[src/rtl/axi32_burst_host.sv]
// Host-side burst sequencer for the AXI3 32-bit controller: host register file,
// DEPTH x 32-bit beat buffer, and a RUN/FINISH command FSM driving CTLExec/CTLWrite/CTLWLast.
module axi32_burst_host #(
    parameter int DEPTH = 8,
    parameter int PW    = 3
) (
    input  logic        AXIClock,
    input  logic        Reset,
    input  logic        HostWrite,
    input  logic        HostRead,
    input  logic [2:0]  HostAddr,
    input  logic [15:0] HostWData,
    output logic [15:0] HostRData,
    output logic [31:0] AXIARAddr,
    output logic [31:0] AXIAWAddr,
    output logic [3:0]  AXIARLen,
    output logic [3:0]  AXIAWLen,
    output logic [31:0] AXIWData,
    output logic [3:0]  AXIWStrb,
    input  logic [31:0] AXIRData,
    output logic        CTLExec,
    output logic        CTLWrite,
    output logic        CTLWLast,
    input  logic        CTLStart,
    input  logic        CTLEnd,
    input  logic        CTLReady,
    input  logic        CTLPutEn,
    input  logic        CTLGetEn,
    input  logic        CTLRBErr,
    input  logic        CTLWBErr
);

    typedef enum logic [1:0] {
        S_IDLE   = 2'd0,
        S_RUN    = 2'd1,
        S_FINISH = 2'd2
    } state_t;

    state_t        state_q, state_d;
    logic [15:0]   addr_lo_q, addr_hi_q;
    logic [PW-1:0] len_q, ptr_q, getptr_q, putptr_q;
    logic [PW:0]   putcnt_q;
    logic          write_q, done_q, rerr_q, werr_q;
    logic [15:0]   rdata_q;
    logic [31:0]   mem_q [DEPTH];

    logic          busy, host_wr_ok, start_req, put_ok, data_step;
    logic [15:0]   status, rd_mux;
    logic          unused_start;

    // Controller start pulse carries no information the sequencer needs.
    assign unused_start = CTLStart;

    assign busy       = (state_q != S_IDLE);
    assign host_wr_ok = HostWrite && !busy;
    assign start_req  = HostWrite && (HostAddr == 3'd3) && HostWData[0] && (state_q == S_IDLE);
    // Beats beyond LEN+1 are dropped so the buffer never sees surplus data.
    assign put_ok     = (state_q == S_RUN) && CTLPutEn && (putcnt_q <= (PW+1)'(len_q));
    assign data_step  = (host_wr_ok && ((HostAddr == 3'd5) || (HostAddr == 3'd6)))
                     || (HostRead   && ((HostAddr == 3'd5) || (HostAddr == 3'd6)));

    assign status = {8'h00, 4'(putcnt_q), werr_q, rerr_q, done_q, busy};

    always_ff @(posedge AXIClock or posedge Reset) begin
        if (Reset) state_q <= S_IDLE;
        else       state_q <= state_d;
    end

    always_comb begin
        state_d = state_q;
        case (state_q)
            S_IDLE:   if (start_req) state_d = S_RUN;
            S_RUN:    if (CTLReady)  state_d = S_FINISH;
            S_FINISH: if (CTLEnd)    state_d = S_IDLE;
            default:                 state_d = S_IDLE;
        endcase
    end

    always_comb begin
        CTLExec  = (state_q == S_RUN);
        CTLWrite = write_q;
        CTLWLast = (state_q == S_RUN) && write_q && (getptr_q == len_q);
    end

    always_comb begin
        rd_mux = 16'h0000;
        case (HostAddr)
            3'd0: rd_mux = addr_lo_q;
            3'd1: rd_mux = addr_hi_q;
            3'd2: rd_mux = 16'(len_q);
            3'd3: rd_mux = status;
            3'd4: rd_mux = 16'(ptr_q);
            3'd5: rd_mux = mem_q[ptr_q][15:0];
            3'd6: rd_mux = mem_q[ptr_q][31:16];
            default: rd_mux = 16'h0000;
        endcase
    end

    always_ff @(posedge AXIClock or posedge Reset) begin
        if (Reset) begin
            addr_lo_q <= '0;
            addr_hi_q <= '0;
            len_q     <= '0;
            ptr_q     <= '0;
            getptr_q  <= '0;
            putptr_q  <= '0;
            putcnt_q  <= '0;
            write_q   <= 1'b0;
            done_q    <= 1'b0;
            rerr_q    <= 1'b0;
            werr_q    <= 1'b0;
            rdata_q   <= '0;
        end else begin
            if (host_wr_ok) begin
                case (HostAddr)
                    3'd0: addr_lo_q <= HostWData;
                    3'd1: addr_hi_q <= HostWData;
                    3'd2: len_q <= (HostWData >= 16'(DEPTH)) ? PW'(DEPTH-1) : HostWData[PW-1:0];
                    default: ;
                endcase
            end
            if (HostWrite && (HostAddr == 3'd4)) ptr_q <= HostWData[PW-1:0];
            else if (data_step)                  ptr_q <= ptr_q + PW'(1);
            if (HostRead) rdata_q <= rd_mux;

            if (start_req) begin
                write_q  <= HostWData[1];
                done_q   <= 1'b0;
                rerr_q   <= 1'b0;
                werr_q   <= 1'b0;
                getptr_q <= '0;
                putptr_q <= '0;
                putcnt_q <= '0;
            end
            if (state_q == S_RUN) begin
                if (CTLGetEn && (getptr_q != PW'(DEPTH-1))) getptr_q <= getptr_q + PW'(1);
                if (put_ok) begin
                    putptr_q <= putptr_q + PW'(1);
                    putcnt_q <= putcnt_q + (PW+1)'(1);
                end
                if (CTLReady) begin
                    rerr_q <= rerr_q | CTLRBErr;
                    werr_q <= werr_q | CTLWBErr;
                end
            end
            if ((state_q == S_FINISH) && CTLEnd) begin
                done_q  <= 1'b1;
                write_q <= 1'b0;
            end
        end
    end

    // Host fills only while idle and the controller only while running, so the ports never collide.
    always_ff @(posedge AXIClock or posedge Reset) begin
        if (Reset) begin
            for (int i = 0; i < DEPTH; i++) mem_q[i] <= '0;
        end else begin
            if (put_ok) mem_q[putptr_q] <= AXIRData;
            if (host_wr_ok && (HostAddr == 3'd5)) mem_q[ptr_q][15:0]  <= HostWData;
            if (host_wr_ok && (HostAddr == 3'd6)) mem_q[ptr_q][31:16] <= HostWData;
        end
    end

    assign HostRData = rdata_q;
    assign AXIARAddr = {addr_hi_q, addr_lo_q[15:2], 2'b00};
    assign AXIAWAddr = {addr_hi_q, addr_lo_q[15:2], 2'b00};
    assign AXIARLen  = 4'(len_q);
    assign AXIAWLen  = 4'(len_q);
    assign AXIWData  = mem_q[getptr_q];
    assign AXIWStrb  = 4'hF;

endmodule
[config.mk]
export PLATFORM = sky130hd
export DESIGN_NAME = axi32_burst_host
export DESIGN_NICKNAME = d
export VERILOG_FILES = /design/src/rtl/axi32_burst_host.sv
export SDC_FILE = /design/constraint.sdc
export NUM_CORES = 1
export LEC_CHECK = 0
export CORE_UTILIZATION = 50
export CTS_CLUSTER_SIZE = 20
export DETAILED_ROUTE_END_ITERATION = 8
export MAX_ROUTING_LAYER = met4
export PLACE_DENSITY = 0.81
export SYNTH_ARGS = -nofsm -noshare
export SYNTH_HDL_FRONTEND = slang
export SYNTH_SLANG_ARGS = --single-unit
[constraint.sdc]
create_clock -name AXIClock -period 12.07 [get_ports AXIClock]
set_input_delay 2.414 -clock AXIClock [delete_from_list [all_inputs] [get_ports AXIClock]]
set_output_delay 2.414 -clock AXIClock [all_outputs]
set_load 0.005 [all_outputs]
* Word level (Yosys, flattened, before mapping)
Cells that the tools add are included.
Word-level totals: output and inout port bits 127, input port bits 62, logic and storage cells 124, flip-flop bits (word level) 326
Cells by class: reduce and logical (&&, ||, !) cells 29, order comparisons 7, add/subtract/negate cells 4, eq/ne operators 13, mux-type cells 45, bitwise operators 5
Operator list (number):
- bitwise mux 256 bit | 3
- 2-to-1 mux 256 bit | 3
- demux 32 bit (select 3 bit) | 3
- binary-select mux 32 bit (select 3 bit) | 2
- 2-to-1 mux 32 bit | 6
- one-hot mux 16 bit (7 select lines) | 1
- 2-to-1 mux 3 bit | 9
- logical AND 1 bit | 17
- greater-or-equal comparator 16 x 4 -> 1 bit, second input constant | 1
- 2-to-1 mux 16 bit | 1
- greater-or-equal comparator 4 bit, second input constant | 3
- 2-to-1 mux 4 bit | 3
- NOT 3 -> 4 bit | 3
- 2-to-1 mux 1 bit | 10
- adder 3 x 1 -> 3 bit, second input constant | 3
- == test 3 bit, second input constant | 3
- < comparator 4 x 1 -> 1 bit, second input constant | 2
- == test 3 x 2 -> 1 bit, second input constant | 2
- 2-to-1 mux 2 bit | 3
- one-hot mux 2 bit (3 select lines) | 1
- AND reduction 2 bit | 3
- nonzero test 2 bit | 3
- adder 4 x 1 -> 4 bit, second input constant | 1
- less-or-equal comparator 4 x 3 -> 1 bit | 1
- 13 further kinds | 16

* Depth between registers and ports, before layout
Gate-level depths: netlist (run 1).
depth in word-level cells 11, gate-level depth with buffers 10, gate-level depth less buffers 8

* Least setup slack after synthesis (run 1)
Ideal clock, no wire load.
kind register to output, from register getptr_q[0], to output AXIWData[0], cell stages (with the launch flop) 6, required time 9.656 ns, data arrival time 1.845 ns, buffers on the path 3, setup slack 7.811 ns, cells stage by stage dfrtp_1 -> clkbuf_1 -> buf_2 -> buf_2 -> mux4_2 -> mux2_2
Between the ends: longest elaborated chain between the ends 4
RTL lines:
- start: declaration | line 41 | logic [PW-1:0] len_q, ptr_q, getptr_q, putptr_q;
- start signal: assignment | line 136 | if (CTLGetEn && (getptr_q != PW'(DEPTH-1))) getptr_q <= getptr_q + PW'(1);
- NOT 3 -> 4 bit (implied by the code) | line 169 | assign AXIWData = mem_q[getptr_q];
- binary-select mux 32 bit (select 3 bit) | line 169
- 2-to-1 mux 32 bit (implied by the code) (2 in series) | line 169
- end: declaration | line 18 | output logic [31:0] AXIWData,
No other way between the ends. The select of a mux whose other input is x is not followed.

* Worst setup path after layout (run 1)
from register getptr_q[0], to output AXIWData[31]
The elaborated chain is that of the path after synthesis.

==> out/qor.csv, run 1 <==
stage,metric,value,unit
drt,vias,16497,
timing,Fin Clk Skew,9.999,ps
layout,fraction of layout cells with a size suffix above 1,0.1530,
job,Max-Cap Viols,0,
timing,hold violation count in the final report,0,
placed_design,IO buf count,177,
yosys,Cells after Synth,1963,
layout,area delta synth->final,12.58,%
timing,min Tclk post-route,6020,ps
timing,setup tns final,0,ps
setup_path,Critical-path top delay cell,buf_4,
placed_design,pre-CTS WS,6351,ps
drt,vias per cell,6.559,
setup_path,CP top delay family,buffers and inverters,
hold_path,Hold WC Path Type,flip-flop to flip-flop,
power,Power Density,237.9,nW/um2
placed_design,DP Wirelength,41.23,mm
yosys,Most used DFF post-synth,dfrtp_1,
yosys,register area share after synthesis,0.4044,
drt,antenna-violating nets left,0,
hold_path,Min-Delay Endpoint,done_q$_DFFE_PP0P_,
layout,Storage cell area,8173,um2
grt,vias in the first global route,16733,
setup_path,Reg2Reg Depth,6,
cts,clock-pin slew on the worst setup and hold paths,60,ps
drt,drt total wl,66.71,mm
run_status,outcome,completed,
hold_path,HP Start,done_q$_DFFE_PP0P_,
cts,Clock Latency Late Sink,530,ps
floorplan,starting density of the core,0.5078,
setup_path,worst r2r dst,mem_q[29]$_DFF_PP0_,
yosys,Post-Synthesis Cell Area,20170,um2
timing,Rel. slew slack,0.2047,
setup_path,CP Launch Type,flip-flop,
setup_path,WP buf/inv,2,
timing,WHS,510.5,ps
cts,post-cts resize count,0,
yosys,post-synthesis cell type count,66,
grt,largest net degree at the start of global routing,125,
layout,multi-input combinational cell area,10500,um2
cts,CTS Sinks,326,
layout,Fillers,3256,
placed_design,routability cong.,0.9870,
drt,DRT Pass-1 Iters,7,
floorplan,Die Width,202.9,um
floorplan,total core area,39730,um2
power,"Power, Total",5.404,mW
grt,Global Route Usage Sum,0.3338,
cts,number of buffers created by CTS,36,
timing,Tightest Pin Transition,1191,ps
timing,fmax,0.1661,GHz
yosys,Yosys Warn Count,0,
power,Pleak,8.873,nW
grt,global-route wire length before repair,101.1,mm
setup_path,Setup CP Type,flip-flop to output pin,
setup_path,critical path peak fanout,48,
yosys,Post-synth EDFFs,0,
yosys,syn avg cell area,10.28,um2
grt,gr ovfl total,0,
setup_path,Worst R2R Start,ptr_q[1]$_DFFE_PP0P_,
timing,final critical-path share of the clock period,0.4988,
timing,final setup margin,6050,ps
floorplan,total die area,41160,um2
timing,final setup vio count,0,
timing,max-slew violations,0,
setup_path,Critical Path Max Stage Delay,880,ps
cts,H-tree levels,2,
drt,DRT iter0 DRCs,2222,
timing,RSZ-0062 raised after global routing,no,
floorplan,die height,202.9,um
drt,DR WL/cell,26.52,um
drt,DRC Markers,0,
cts,CTS tree,built,
floorplan,FP Rows,73,
cts,setup bufs post-CTS,0,
power,Max VDD drop,0.1095,mV
layout,nets@finish,2032,
yosys,#FFs+latches synth,326,
grt,initial antenna violation count,3,
cts,CTS Hold Buffers Added,0,
setup_path,CP Capture Type,output pin,
cts,Max Buffers Root-to-Sink,3,
setup_path,CP Data Arrival Time,3610,ps
setup_path,CP Cell Sequence,"buf_4, mux4_2, mux2_2, clkdlybuf4s50_1",
yosys,fraction of registers with async set or reset after synthesis,1.000,
setup_path,Critical Path RT,9660,ps
cts,clk root buf,clkbuf_16,
hold_path,Hold Path Depth,1,
setup_path,R2R setup slack,8260,ps
floorplan,io pins,189,
==> cells in the mapped netlist (9+ instances only) <==
master | n | area, um2
a211oi_1 | 9 | 67.56
a21oi_1 | 225 | 1126
a221oi_1 | 19 | 166.4
a22oi_1 | 21 | 157.7
buf_1 | 30 | 112.6
buf_2 | 68 | 340.3
buf_4 | 64 | 480.5
buf_6 | 22 | 247.7
clkbuf_1 | 85 | 319.1
dfrtp_1 | 326 | 8158
inv_1 | 12 | 45.04
mux2_2 | 92 | 1036
mux2i_1 | 310 | 3103
mux4_2 | 81 | 1824
nand2_1 | 103 | 386.6
nand3_1 | 29 | 145.1
nor2_1 | 238 | 893.4
nor3_1 | 9 | 45.04
o21ai_0 | 51 | 255.2
o21ai_1 | 47 | 235.2
==> cell type report <==
cell class	count	share of cell area
clock buffer	53	0.04782
inverter	14	0.002644
tap	525	0.02892
sequential	326	0.3598
clock inverter	10	0.004628
antenna	3	0.0003305
multi-input combinational	1359	0.4622
timing repair buffer	225	0.09365
==> worst max-delay path by stage <==
| stage | startpoint | end | slack [ps] | cells past startpoint |
|---|---|---|---|---|
| 5_1_grt | getptr_q[0]$_DFF_PP0_ | AXIWData[31] | 5890 | 4 |
| 6_report | getptr_q[0]$_DFF_PP0_ | AXIWData[31] | 6050 | 4 |
| 2_1_floorplan | Reset | CTLWrite$_DFFE_PP0P_ | 630 | 1 |
| 3_5_place_dp | HostAddr[2] | mem_q[221]$_DFF_PP0_ | 6350 | 7 |
| 4_1_cts | getptr_q[0]$_DFF_PP0_ | AXIWData[9] | 6020 | 4 |
| 3_3_place_gp | HostAddr[2] | mem_q[214]$_DFF_PP0_ | 6430 | 7 |
==> per-stage QoR <==
step	cell area, um2	std cells	utilization
floorplan	20200	1971	-
global placement	21510	2449	0.5415
detailed placement	21510	2449	0.5415
CTS	22700	2512	0.5714
global route	22710	2515	0.5716
finish	22710	2515	0.5716
==> cells in the final DEF (no fill, tap or decap), drive strengths merged, types with 8 or more instances in the layout <==
cell	Yosys	layout
a211oi	9	9
a21oi	225	225
a221oi	19	19
a22oi	21	21
and2	8	8
buf	184	49
clkbuf	88	53
clkdlybuf4s50	0	176
conb	2	10
dfrtp	326	326
ha	8	8
inv	13	13
mux2	92	92
mux2i	310	310
mux4	81	81
nand2	103	103
nand3	29	29
nor2	238	238
nor2b	8	8
nor3	15	15
o21ai	98	98
o22ai	8	8
==> metal layers <==
layer / global-route usage / vias up / routed length, um
met5: - / - / 0
met4: 0.1716 / 0 / 4314
met3: 0.09358 / 307 / 8045
met2: 0.5029 / 1161 / 30150
met1: 0.4103 / 8060 / 24200
li1: - / 6969 / -
==> state kept, by name, summed over array words and instances, names as in the netlist, 3 cells and up <==
signal / count
mem_q: 256
getptr_q: 3
ptr_q: 3
addr_lo_q: 16
HostRData: 16
len_q: 3
putptr_q: 3
putcnt_q: 4
addr_hi_q: 16
==> cell families after synthesis <==
family	synth area share
compound gates	0.1208
xor+xnor	0.002171
fa+ha+maj	0.004962
buf+inv	0.07771
flops	0.4044
mux	0.2956
other cells	0.0003723
simple gates	0.09402
==> report_power, final <==
part	switching [mW]	internal (mW)
clock	0.458	0.665
combinational	1.09	1.21
sequential	0.450	1.53
Note: power is estimated with default switching activity, not from simulation.
==> run 2: changes to the inputs <==
==> constraint.sdc (replaced) <==
create_clock -name AXIClock -period 5.2 [get_ports AXIClock]
set_input_delay 1.04 -clock AXIClock [delete_from_list [all_inputs] [get_ports AXIClock]]
set_output_delay 1.04 -clock AXIClock [all_outputs]
set_load 0.005 [all_outputs]
==> run 2 against run 1 <==
Compared with the run above:
- worst hold slack worse by 2.1 ps
- global-route usage rose by 0.42 points
- clock power grew to 2.6 times the previous value
- sequential share of layout area shrank 0.40 points
- sequential power grew 140%
- cell count rose by 0.48%
- largest cell class unchanged
==> out/qor.csv, run 2 (synthesis gave the netlist of run 1 again) <==
stage,metric,value,unit
power,sw frac,0.3642,
drt,DRT iter0 DRCs,2245,
setup_path,CP top delay family,flip-flops,
drt,vias per cell,6.611,
placed_design,DP Area,21620,um2
floorplan,io pins,189,
placed_design,Placed Cells,2458,
drt,vias,16706,
layout,nets@finish,2041,
grt,vias in the first global route,16520,
layout,"Design Area, Final",22970,um2
layout,most frequent cells in the layout,"320 x dfrtp_1, 310 x mux2i_1, 238 x nor2_1, 225 x a21oi_1, 176 x clkdlybuf4s50_1",
power,Comb pwr share,0.406,
power,internal power,8.186,mW
cts,CTS Sinks,326,
timing,final setup vio count,0,
setup_path,CP Launch Type,flip-flop,
cts,CTS tree,built,
power,power share of the sequential group,0.369,
timing,Rel. slew slack,0.1896,
grt,gr ovfl total,0,
cts,clk root buf,clkbuf_16,
power,Clock power frac,0.225,
layout,area delta synth->final,13.85,%
drt,antenna-violating nets left,0,
power,Max VDD drop,0.2993,mV
drt,drt total wl,67.78,mm
layout,number of flip-flops in the largest register,256,
timing,max-slew violations,0,
run_status,outcome,completed,
setup_path,Critical Path RT,4160,ps
placed_design,routability cong.,0.9919,
setup_path,Setup CP Type,flip-flop to output pin,
cts,CTS Hold Buffers Added,0,
hold_path,Hold WC Path Type,flip-flop to flip-flop,
cts,H-tree levels,2,
grt,largest net degree at the start of global routing,124,
setup_path,CP Capture Type,output pin,
floorplan,total core area,39730,um2
job,Max-Cap Viols,0,
floorplan,Die Width,202.9,um
floorplan,total die area,41160,um2
setup_path,critical path peak fanout,44,
timing,min Tclk post-route,4390,ps
setup_path,Critical Path Max Stage Delay,1070,ps
placed_design,DP Wirelength,42.84,mm
timing,final critical-path share of the clock period,0.8443,
layout,"commonest non-fill, non-tap cell in the layout",dfrtp_1,
timing,fmax,0.2278,GHz
cts,clock-pin slew on the worst setup and hold paths,60,ps
cts,setup bufs post-CTS,0,
setup_path,CP Data Arrival Time,3350,ps
setup_path,WP buf/inv,2,
cts,Max Buffers Root-to-Sink,3,
placed_design,IO buf count,177,
power,Pleak,8.989,nW
floorplan,starting density of the core,0.5078,
setup_path,Critical-path top delay cell,dfrtp_4,
timing,final setup margin,809.6,ps
floorplan,FP Rows,73,
placed_design,pre-CTS WS,1308,ps
grt,global-route wire length before repair,102.3,mm
timing,setup tns final,0,ps
setup_path,CP Cell Sequence,"buf_4, mux4_2, mux2_2, clkdlybuf4s50_1",
timing,Fin Clk Skew,15.22,ps
layout,largest reg by FF count,mem_q,
cts,number of buffers created by CTS,36,
drt,DRT Pass-1 Iters,6,
power,NetSw,4.689,mW
layout,Finished Layout Cells,2527,
drt,DRC Markers,0,
power,Power Density,560.5,nW/um2
cts,post-cts resize count,0,
timing,RSZ-0062 raised after global routing,no,
grt,Global Route Usage Sum,0.3380,
timing,Tightest Pin Transition,1212,ps
timing,hold violation count in the final report,0,
layout,fraction of layout cells with a size suffix above 1,0.1573,
cts,Clock Latency Late Sink,530,ps
drt,DR WL/cell,26.82,um
floorplan,die height,202.9,um
grt,initial antenna violation count,3,
-- run 2: per-stage QoR --
step,hold WS (ps),utilization,power (mW)
6_report,508.4,0.5781,12.88
5_1_grt,518.5,0.5779,13.42
4_1_cts,511.1,0.5777,12.77
3_5_place_dp,491.8,0.5443,9.846
3_3_place_gp,481.4,0.5443,9.617
2_1_floorplan,449.0,-,7.781
-- run 2: final timing paths --
check	cells after the start	slack, ps	startpoint	endpoint
min in group asynchronous	3	1040	Reset	mem_q[22]$_DFF_PP0_
setup / recovery	4	810	getptr_q[0]$_DFF_PP0_	AXIWData[2]
max in group asynchronous	3	3440	Reset	ptr_q[1]$_DFFE_PP0P_
hold / removal	1	510	done_q$_DFFE_PP0P_	done_q$_DFFE_PP0P_
setup reg to reg	6	1850	ptr_q[2]$_DFFE_PP0P_	HostRData[9]$_DFFE_PP0P_
hold reg to reg	1	510	done_q$_DFFE_PP0P_	done_q$_DFFE_PP0P_
-- run 2: layout make-up --
type	instances	area, um2
Antenna cell	6	15.01
Clock buffer	49	1051
Clock inverter	14	279.0
Fill cell	3209	16760
Inverter	14	56.30
Multi-Input combinational cell	1359	10490
Sequential cell	326	8173
Tap cell	525	656.9
Timing Repair Buffer	234	2245
-- run 2: power groups by stage --
stage | combinational, mW | clock, mW | sequential (mW)
after floorplan | 3.66 | 0 | 4.13
after global placement | 4.98 | 0 | 4.64
after detailed placement | 5.12 | 0 | 4.72
after CTS | 5.16 | 2.91 | 4.70
after global routing | 5.55 | 3.01 | 4.86
final | 5.23 | 2.90 | 4.75
-- run 2: metal layers --
metal  vias to the layer above  part of all wire  global-route usage
met5                         -                 0                   -
met4                         0             0.064              0.1893
met3                       301              0.12             0.09133
met2                      1206              0.44              0.4991
met1                      8186              0.37              0.4203
li1                       7013                 -                   -
==> run 3: changes to the inputs <==
--- a/config.mk
+++ b/config.mk
@@ -9,7 +9,7 @@
 export CTS_CLUSTER_SIZE = 20
 export DETAILED_ROUTE_END_ITERATION = 8
 export MAX_ROUTING_LAYER = met4
-export PLACE_DENSITY = 0.81
+export PLACE_DENSITY = 0.78
 export SYNTH_ARGS = -nofsm -noshare
 export SYNTH_HDL_FRONTEND = slang
 export SYNTH_SLANG_ARGS = --single-unit
==> constraint.sdc (replaced) <==
create_clock -name AXIClock -period 4.46 [get_ports AXIClock]
set_input_delay 0.892 -clock AXIClock [delete_from_list [all_inputs] [get_ports AXIClock]]
set_output_delay 0.892 -clock AXIClock [all_outputs]
set_load 0.005 [all_outputs]
==> run 3 against run 2 <==
Compared with the run above:
- die area is the same
- largest power group unchanged
- sequential share of layout area grew 0.15 points
- wire length shrank 0.65%
==> out/qor.csv, run 3 (synthesis gave the netlist of run 1 again) <==
stage,metric,value,unit
run_status,outcome,completed,
setup_path,worst r2r dst,HostRData[14]$_DFFE_PP0P_,
layout,largest reg by FF count,mem_q,
floorplan,FP Rows,73,
timing,WHS,492.4,ps
floorplan,Die Width,202.9,um
setup_path,Reg2Reg Depth,6,
placed_design,IO buf count,177,
timing,max-slew violations,0,
timing,final setup margin,388.9,ps
hold_path,HP Start,done_q$_DFFE_PP0P_,
layout,nets@finish,2050,
drt,DRT iter0 DRCs,2185,
placed_design,DP Wirelength,43.13,mm
setup_path,critical path peak fanout,38,
timing,fmax,0.2456,GHz
cts,number of buffers created by CTS,37,
layout,utilization after layout,0.5757,
timing,final critical-path share of the clock period,0.9128,
floorplan,starting density of the core,0.5078,
layout,area delta synth->final,13.38,%
timing,Tightest Pin Transition,1201,ps
timing,final setup vio count,0,
grt,Global Route Usage Sum,0.3354,
hold_path,Min-Delay Endpoint,done_q$_DFFE_PP0P_,
power,Power Density,638.6,nW/um2
cts,Clock Latency Late Sink,540,ps
layout,"commonest non-fill, non-tap cell in the layout",dfrtp_1,
timing,RSZ-0062 raised after global routing,no,
grt,gr ovfl total,0,
grt,initial antenna violation count,4,
drt,vias per cell,6.591,
cts,clk root buf,clkbuf_16,
hold_path,Hold WC Path Type,flip-flop to flip-flop,
floorplan,total core area,39730,um2
grt,global-route wire length before repair,101.1,mm
placed_design,pre-CTS WS,934.6,ps
placed_design,DP Area,21690,um2
power,Pleak,8.963,nW
timing,Rel. slew slack,0.1975,
cts,CTS tree,built,
drt,DRC Markers,0,
setup_path,CP Launch Type,flip-flop,
timing,min Tclk post-route,4071,ps
drt,antenna-violating nets left,0,
layout,most frequent cells in the layout,"320 x dfrtp_1, 310 x mux2i_1, 238 x nor2_1, 225 x a21oi_1, 176 x clkdlybuf4s50_1",
hold_path,Hold Path Depth,1,
layout,number of flip-flops in the largest register,256,
setup_path,Worst R2R Start,ptr_q[0]$_DFFE_PP0P_,
timing,hold violation count in the final report,0,
cts,setup bufs post-CTS,0,
cts,Max Buffers Root-to-Sink,3,
timing,setup tns final,0,ps
grt,vias in the first global route,16248,
placed_design,routability cong.,0.9596,
setup_path,Setup CP Type,flip-flop to output pin,
floorplan,total die area,41160,um2
drt,DRT Pass-1 Iters,7,
timing,Fin Clk Skew,19.14,ps
placed_design,Placed Cells,2465,
grt,largest net degree at the start of global routing,127,
layout,Finished Layout Cells,2533,
setup_path,R2R setup slack,1410,ps
cts,H-tree levels,2,
setup_path,CP Data Arrival Time,3180,ps
cts,clock-pin slew on the worst setup and hold paths,60,ps
drt,drt total wl,67.35,mm
floorplan,die height,202.9,um
power,Max VDD drop,0.3115,mV
power,"Power, Total",14.61,mW
setup_path,Critical Path RT,3570,ps
layout,"Design Area, Final",22870,um2
drt,vias,16696,
setup_path,CP Capture Type,output pin,
drt,DR WL/cell,26.59,um
cts,CTS Sinks,326,
floorplan,io pins,189,
job,Max-Cap Viols,0,
cts,post-cts resize count,0,
layout,fraction of layout cells with a size suffix above 1,0.1576,
cts,CTS Hold Buffers Added,0,
[run 3: area by class of cell]
type	count	area, um2
Clock buffer	58	1137
Antenna cell	3	7.507
Sequential cell	326	8173
Multi-Input combinational cell	1359	10490
Fill cell	3303	16860
Clock inverter	6	33.78
Inverter	14	56.30
Timing Repair Buffer	242	2317
Tap cell	525	656.9
[run 3: worst max-delay path, cell delays in order (launching register included)]
cell,delay [ps]
dfrtp_4,930
buf_4,350
mux4_2,520
mux2_2,320
clkdlybuf4s50_1,460
[run 3: routing by layer]
| metal | vias to the layer above | wire, um | GRT usage |
|---|---|---|---|
| li1 | 7036 | - | - |
| met1 | 8225 | 25320 | 0.4355 |
| met2 | 1195 | 30500 | 0.4989 |
| met3 | 240 | 8360 | 0.08299 |
| met4 | 0 | 3164 | 0.1461 |
| met5 | - | 0 | - |
[run 3: how the worst max path moves through the flow]
stage / start / endpoint / slack (ps)
floorplan: Reset / CTLWrite$_DFFE_PP0P_ / -780
CTS: getptr_q[0]$_DFF_PP0_ / AXIWData[6] / 370
global route: getptr_q[0]$_DFF_PP0_ / AXIWData[25] / 290
finish: getptr_q[0]$_DFF_PP0_ / AXIWData[27] / 390
global placement: getptr_q[0]$_DFF_PP0_ / AXIWData[30] / 950
detailed placement: HostWrite / mem_q[23]$_DFF_PP0_ / 930
[run 3: report_power, final]
part	switching [mW]	leakage, nW	internal (mW)
Clock	1.24	0.581	1.75
Sequential	1.36	4.16	4.14
Combinational	2.81	4.22	3.32
Total	5.40	8.96	9.21
